==> config.mk <==
export PLATFORM = sky130hd
export DESIGN_NAME = key_input_fsm
export DESIGN_NICKNAME = d
export VERILOG_FILES = /design/src/rtl/key_input_fsm.sv
export SDC_FILE = /design/constraint.sdc
export NUM_CORES = 1
export LEC_CHECK = 0
export CORE_MARGIN = 1
export CORE_UTILIZATION = 50
export CTS_CLUSTER_DIAMETER = 30
export DETAILED_ROUTE_END_ITERATION = 10
export GPL_ROUTABILITY_DRIVEN = 0
export GPL_TIMING_DRIVEN = 0
export HOLD_SLACK_MARGIN = 0.02
export PLACE_DENSITY = 0.7
export REMOVE_ABC_BUFFERS = 1
export SLEW_MARGIN = 20
export SYNTH_ARGS = -nofsm -noshare
export SYNTH_HDL_FRONTEND = slang
export SYNTH_SLANG_ARGS = --single-unit
==> constraint.sdc <==
create_clock -name clk -period 4.1 [get_ports clk]
set_input_delay 0.82 -clock clk [delete_from_list [all_inputs] [get_ports clk]]
set_output_delay 0.82 -clock clk [all_outputs]
set_load 0.1 [all_outputs]
==> src/rtl/key_input_fsm.sv <==
// Debounced key front end for the game controller: synchronizes and debounces the
// selector/direction buttons, and holds one one-hot command until the controller consumes it.
module key_input_fsm #(
  parameter int DEBOUNCE_CYCLES = 500000,
  parameter int CNT_W           = 20
) (
  input  logic       clk,
  input  logic       reset,
  input  logic [3:0] sel_keys_raw,
  input  logic [3:0] dir_keys_raw,
  input  logic       consume,
  output logic [3:0] selector,
  output logic [3:0] direction,
  output logic       valid,
  output logic       dropped,
  output logic [1:0] o_state_dbg
);

  // Handshake: a command is offered while valid=1 and stays frozen until a
  // cycle with consume=1 is seen in HOLD; extra consume cycles are ignored.

  typedef enum logic [1:0] {
    IDLE         = 2'd0,
    HOLD         = 2'd1,
    WAIT_RELEASE = 2'd2
  } state_t;

  localparam logic [CNT_W-1:0] C_MAX = CNT_W'(DEBOUNCE_CYCLES);

  state_t           r_state;
  logic [7:0]       r_sync1;
  logic [7:0]       r_sync2;
  logic [7:0]       r_cand;
  logic [7:0]       r_deb;
  logic [7:0]       r_deb_d;
  logic [CNT_W-1:0] r_cnt;

  logic [CNT_W-1:0] w_cnt_inc;
  logic [7:0]       w_press;
  logic [7:0]       w_win;

  assign w_cnt_inc = (r_cnt == C_MAX) ? r_cnt : r_cnt + 1'b1;
  assign w_press   = r_deb & ~r_deb_d;
  // Isolate the lowest set bit: sel[0] has the highest priority, dir[3] the lowest.
  assign w_win     = w_press & (~w_press + 8'd1);

  assign o_state_dbg = r_state;

  always_ff @(posedge clk or posedge reset) begin
    if (reset) begin
      r_sync1 <= '0;
      r_sync2 <= '0;
      r_cand  <= '0;
      r_cnt   <= '0;
      r_deb   <= '0;
      r_deb_d <= '0;
    end else begin
      r_sync1 <= {dir_keys_raw, sel_keys_raw};
      r_sync2 <= r_sync1;
      r_deb_d <= r_deb;
      if (r_sync2 != r_cand) begin
        r_cand <= r_sync2;
        r_cnt  <= '0;
      end else begin
        r_cnt <= w_cnt_inc;
        if (w_cnt_inc == C_MAX) begin
          r_deb <= r_cand;
        end
      end
    end
  end

  always_ff @(posedge clk or posedge reset) begin
    if (reset) begin
      r_state   <= IDLE;
      selector  <= '0;
      direction <= '0;
      valid     <= 1'b0;
      dropped   <= 1'b0;
    end else begin
      case (r_state)
        IDLE: begin
          if (|w_press) begin
            selector  <= w_win[3:0];
            direction <= w_win[7:4];
            valid     <= 1'b1;
            r_state   <= HOLD;
          end
        end
        HOLD: begin
          if (consume) begin
            selector  <= '0;
            direction <= '0;
            valid     <= 1'b0;
            // A press colliding with consume is lost, so it is the one case
            // where dropped survives the consume edge.
            dropped   <= |w_press;
            r_state   <= WAIT_RELEASE;
          end else if (|w_press) begin
            dropped <= 1'b1;
          end
        end
        WAIT_RELEASE: begin
          if (r_deb == 8'd0) begin
            r_state <= IDLE;
          end
        end
        default: r_state <= IDLE;
      endcase
    end
  end

endmodule

==> results of run 1 <==
stage by stage:
step	std cells	hold slack, ns	utilization [%]
2_1_floorplan	268	0.331	-
3_3_place_gp	365	0.332	56.6
3_5_place_dp	366	0.335	57.2
4_1_cts	382	0.354	60.3
5_1_grt	382	0.360	60.3
6_report	382	0.351	60.3
layer usage:
layer  wire length, um  vias up
met5                 0        -
met2              2230       58
met1              2700      981
met3               304        9
met4                89        0
li1                  -     1024
area by class of cell:
| cell class | count | area, um^2 | share of cell area (%) |
|---|---|---|---|
| Tap cell | 75 | 93.8 | 2.57 |
| Timing Repair Buffer | 23 | 248 | 6.78 |
| Multi-Input combinational cell | 191 | 1300 | 35.7 |
| Clock buffer | 9 | 124 | 3.39 |
| Clock inverter | 7 | 63.8 | 1.75 |
| Sequential cell | 72 | 1800 | 49.3 |
| Inverter | 5 | 21.3 | 0.582 |
state kept, by name, summed over array words and instances, names as in the netlist:
signal	cells
direction	4
dropped	1
o_state_dbg	2
r_cand	8
r_cnt	20
r_deb	8
r_deb_d	8
r_sync1	8
r_sync2	8
selector	4
valid	1
cell usage in the layout (no fill, tap or decap), drive strengths merged, types with 3 or more instances in the layout:
cell type,synthesis,final
dfrtp,72,72
nor2,28,28
clkdlybuf4s50,0,22
nand2,19,19
xnor2,16,16
xor2,14,14
nand3,11,11
nor2b,10,10
o21ai,10,10
nand4,9,9
mux2,9,9
clkbuf,14,9
inv,5,9
nor3,8,8
nor4,7,7
nor4b,4,4
or3,4,4
and2,4,4
and4,4,4
a22o,3,3
and3,3,3
a211oi,3,3
cell families (layout without fill, tap and decap cells):
| family | Yosys count | count (layout) |
|---|---|---|
| AND/OR/NAND/NOR | 123 | 123 |
| flip-flops | 72 | 72 |
| XOR/XNOR | 30 | 30 |
| buffers and inverters | 27 | 44 |
| AO/OA/AOI/OAI | 25 | 25 |
| multiplexers | 11 | 11 |
| adder cells (fa/ha/maj) | 2 | 2 |
power by group:
part           internal [uW]  switching, uW  leakage [uW]
Combinational           15.0           17.8      0.000561
Sequential               721           6.46      0.000919
Clock                    233            293     0.0000903
Total                    969            317       0.00157
path summary, 6_finish.rpt:
| check | slack [ns] | from | to |
|---|---|---|---|
| worst max-delay path | 1.26 | o_state_dbg[0] | o_state_dbg[0] |
| worst min-delay path | 0.35 | r_sync1[4] | r_sync2[4] |
| worst max register to register | 1.61 | r_cand[1] | r_deb[4] |
| worst min register to register | 0.35 | r_sync1[4] | r_sync2[4] |
| max in group asynchronous | 2.86 | reset | r_cand[2] |
| min in group asynchronous | 0.72 | reset | valid |
==> results.toml, run 1 <==
[status]
status = "complete, no violations"

[yosys]
async_flop_share_pct = 100
synth_area_um2 = 3220
synth_edf_count = 0
yosys.area_share.simple_pct = 21.8
synthCells = 290
synthFlopType = "dfrtp_1"
synth_top_family_by_area = "simple AND/OR/NAND/NOR gates"
synth_commonest_cells = "dfrtp_1 (72), nor2_1 (28), nand2_1 (19), xnor2_1 (16), xor2_1 (14)"
yosysTopAreaCellShare_pct = 55.9
synth-compound-area-share_pct = 5.83
muxShareOfSynthArea_pct = 3.77
yosysTopAreaCell = "dfrtp_1"
yosysWarnings = 0
synth_area_per_cell_um2 = 11.1
synth_area_leaders = "dfrtp_1 (56%), xnor2_1 (4.3%), xor2_1 (3.8%)"
synthAdderAreaFrac_pct = 0.777
synth_seq_area_share_pct = 55.9
synth-seq-cells = 72
ys_types = 50
synth_xor_area_share_pct = 8.16
synth.most_common_cell = "dfrtp_1"

[worst_setup_path]
crit_buf_inv = 1
critPathSlowestCell = "clkdlybuf4s50_1"
crit_path_start_kind = "register"
worstRegToRegCells = 6
crit_chain = "clkdlybuf4s50_1"
end_kind = "output port"
worstPathArrival_ns = 2.02
path_class = "register to output port"
cp.depth = 1
critPathMaxFanout = 8
crit_family = "buffers and inverters"
critPathMaxStageDelay_ns = 1.18
required_ns = 3.28

[global_route]
grt_util_met3_pct = 5.38
antenna_found_initial = 0
track_usage_pct = 18.2
met2_usage_pct = 25.6
grt_max_degree = 62
grt_pass1_wl_um = 8910
top_usage_layer = "met1"
grt_util_met1_pct = 25.9
gr-total-overflow = 0
grt_pass1_vias = 1919

[clocking]
cts.path.max_buffers = 2
clkLatencyLatePin_ns = 0.35
cts_resized = 0
numClockSinks = 72
cts.clk_slew.worst_paths_ns = 0.08
post_cts_buffers = 0
cts.htree.levels = 3
cts_hold_buf = 0
cts_tree = "yes"
cts_buffers = 9
clockRootBuffer = "clkbuf_8"

[pwr]
total_power_uw = 1290
power.density_nw_per_um2 = 352
ir_worst_vdd_uv = 234
p_leak_uw = 0.00157

[finish]
antenna_cells = 0
fillers = 508
final_cell_area_um2 = 3660
area_delta_synth_final_pct = 13.5
nNetsFinal = 315
drive_gt1_share_pct = 12.7

[job]
drv_cap = 0

[sta]
tns_ns = 0
slew_violations = 0
finalCritPeriodShare_pct = 69.2
maxSlewHeadroom_pct = 35.3
worst_slew_pin_slew_ns = 0.968
fin_skew_ns = 0.00933
fmax_mhz = 352
setup_ws_ns = 1.26
finalHoldViolations = 0
rsz0062_at_grt = "no"
setup_viol = 0
min_period_ns = 2.84

[die]
pin_count = 23
core.rowCount = 28
die_h_um = 82.3
coreArea_um2 = 6060
dieWidth_um = 82.3
die_area_um2 = 6770
initial_utilization_pct = 53.2

[routing]
ant_nets = 0
remaining_drc_errors = 0
first_iter_violations = 136
dr_total_vias = 2072
viasPerCell = 5.42
dr.pass1.iters = 4
drt_wl_total_um = 5330
wl_per_cell_um = 14.0

[worst_hold_path]
hold_class = "register to register"
whs_path_depth = 0

[placed_design]
placed_area_um2 = 3470
hpwlAfterDp_um = 3730
dpl_worst_slack_ns = 1.59
port_buffers = 22
Note: power is estimated with default switching activity, not from simulation.
==> inputs of run 2 (changes only) <==
- clock period: 4.1 -> 2.95 ns (I/O delays scaled with it)
==> results of run 2 <==
Same layout as run 1 (identical final DEF). Status: complete, no violations.
Among the figures that moved: setup slack after placement 1.59 ns -> 0.440 ns; setup slack after layout 1.26 ns -> 0.342 ns; register-to-register setup slack 1.61 ns -> 0.46 ns; total power 1290 uW -> 1790 uW; worst IR drop on VDD 234 uV -> 325 uV
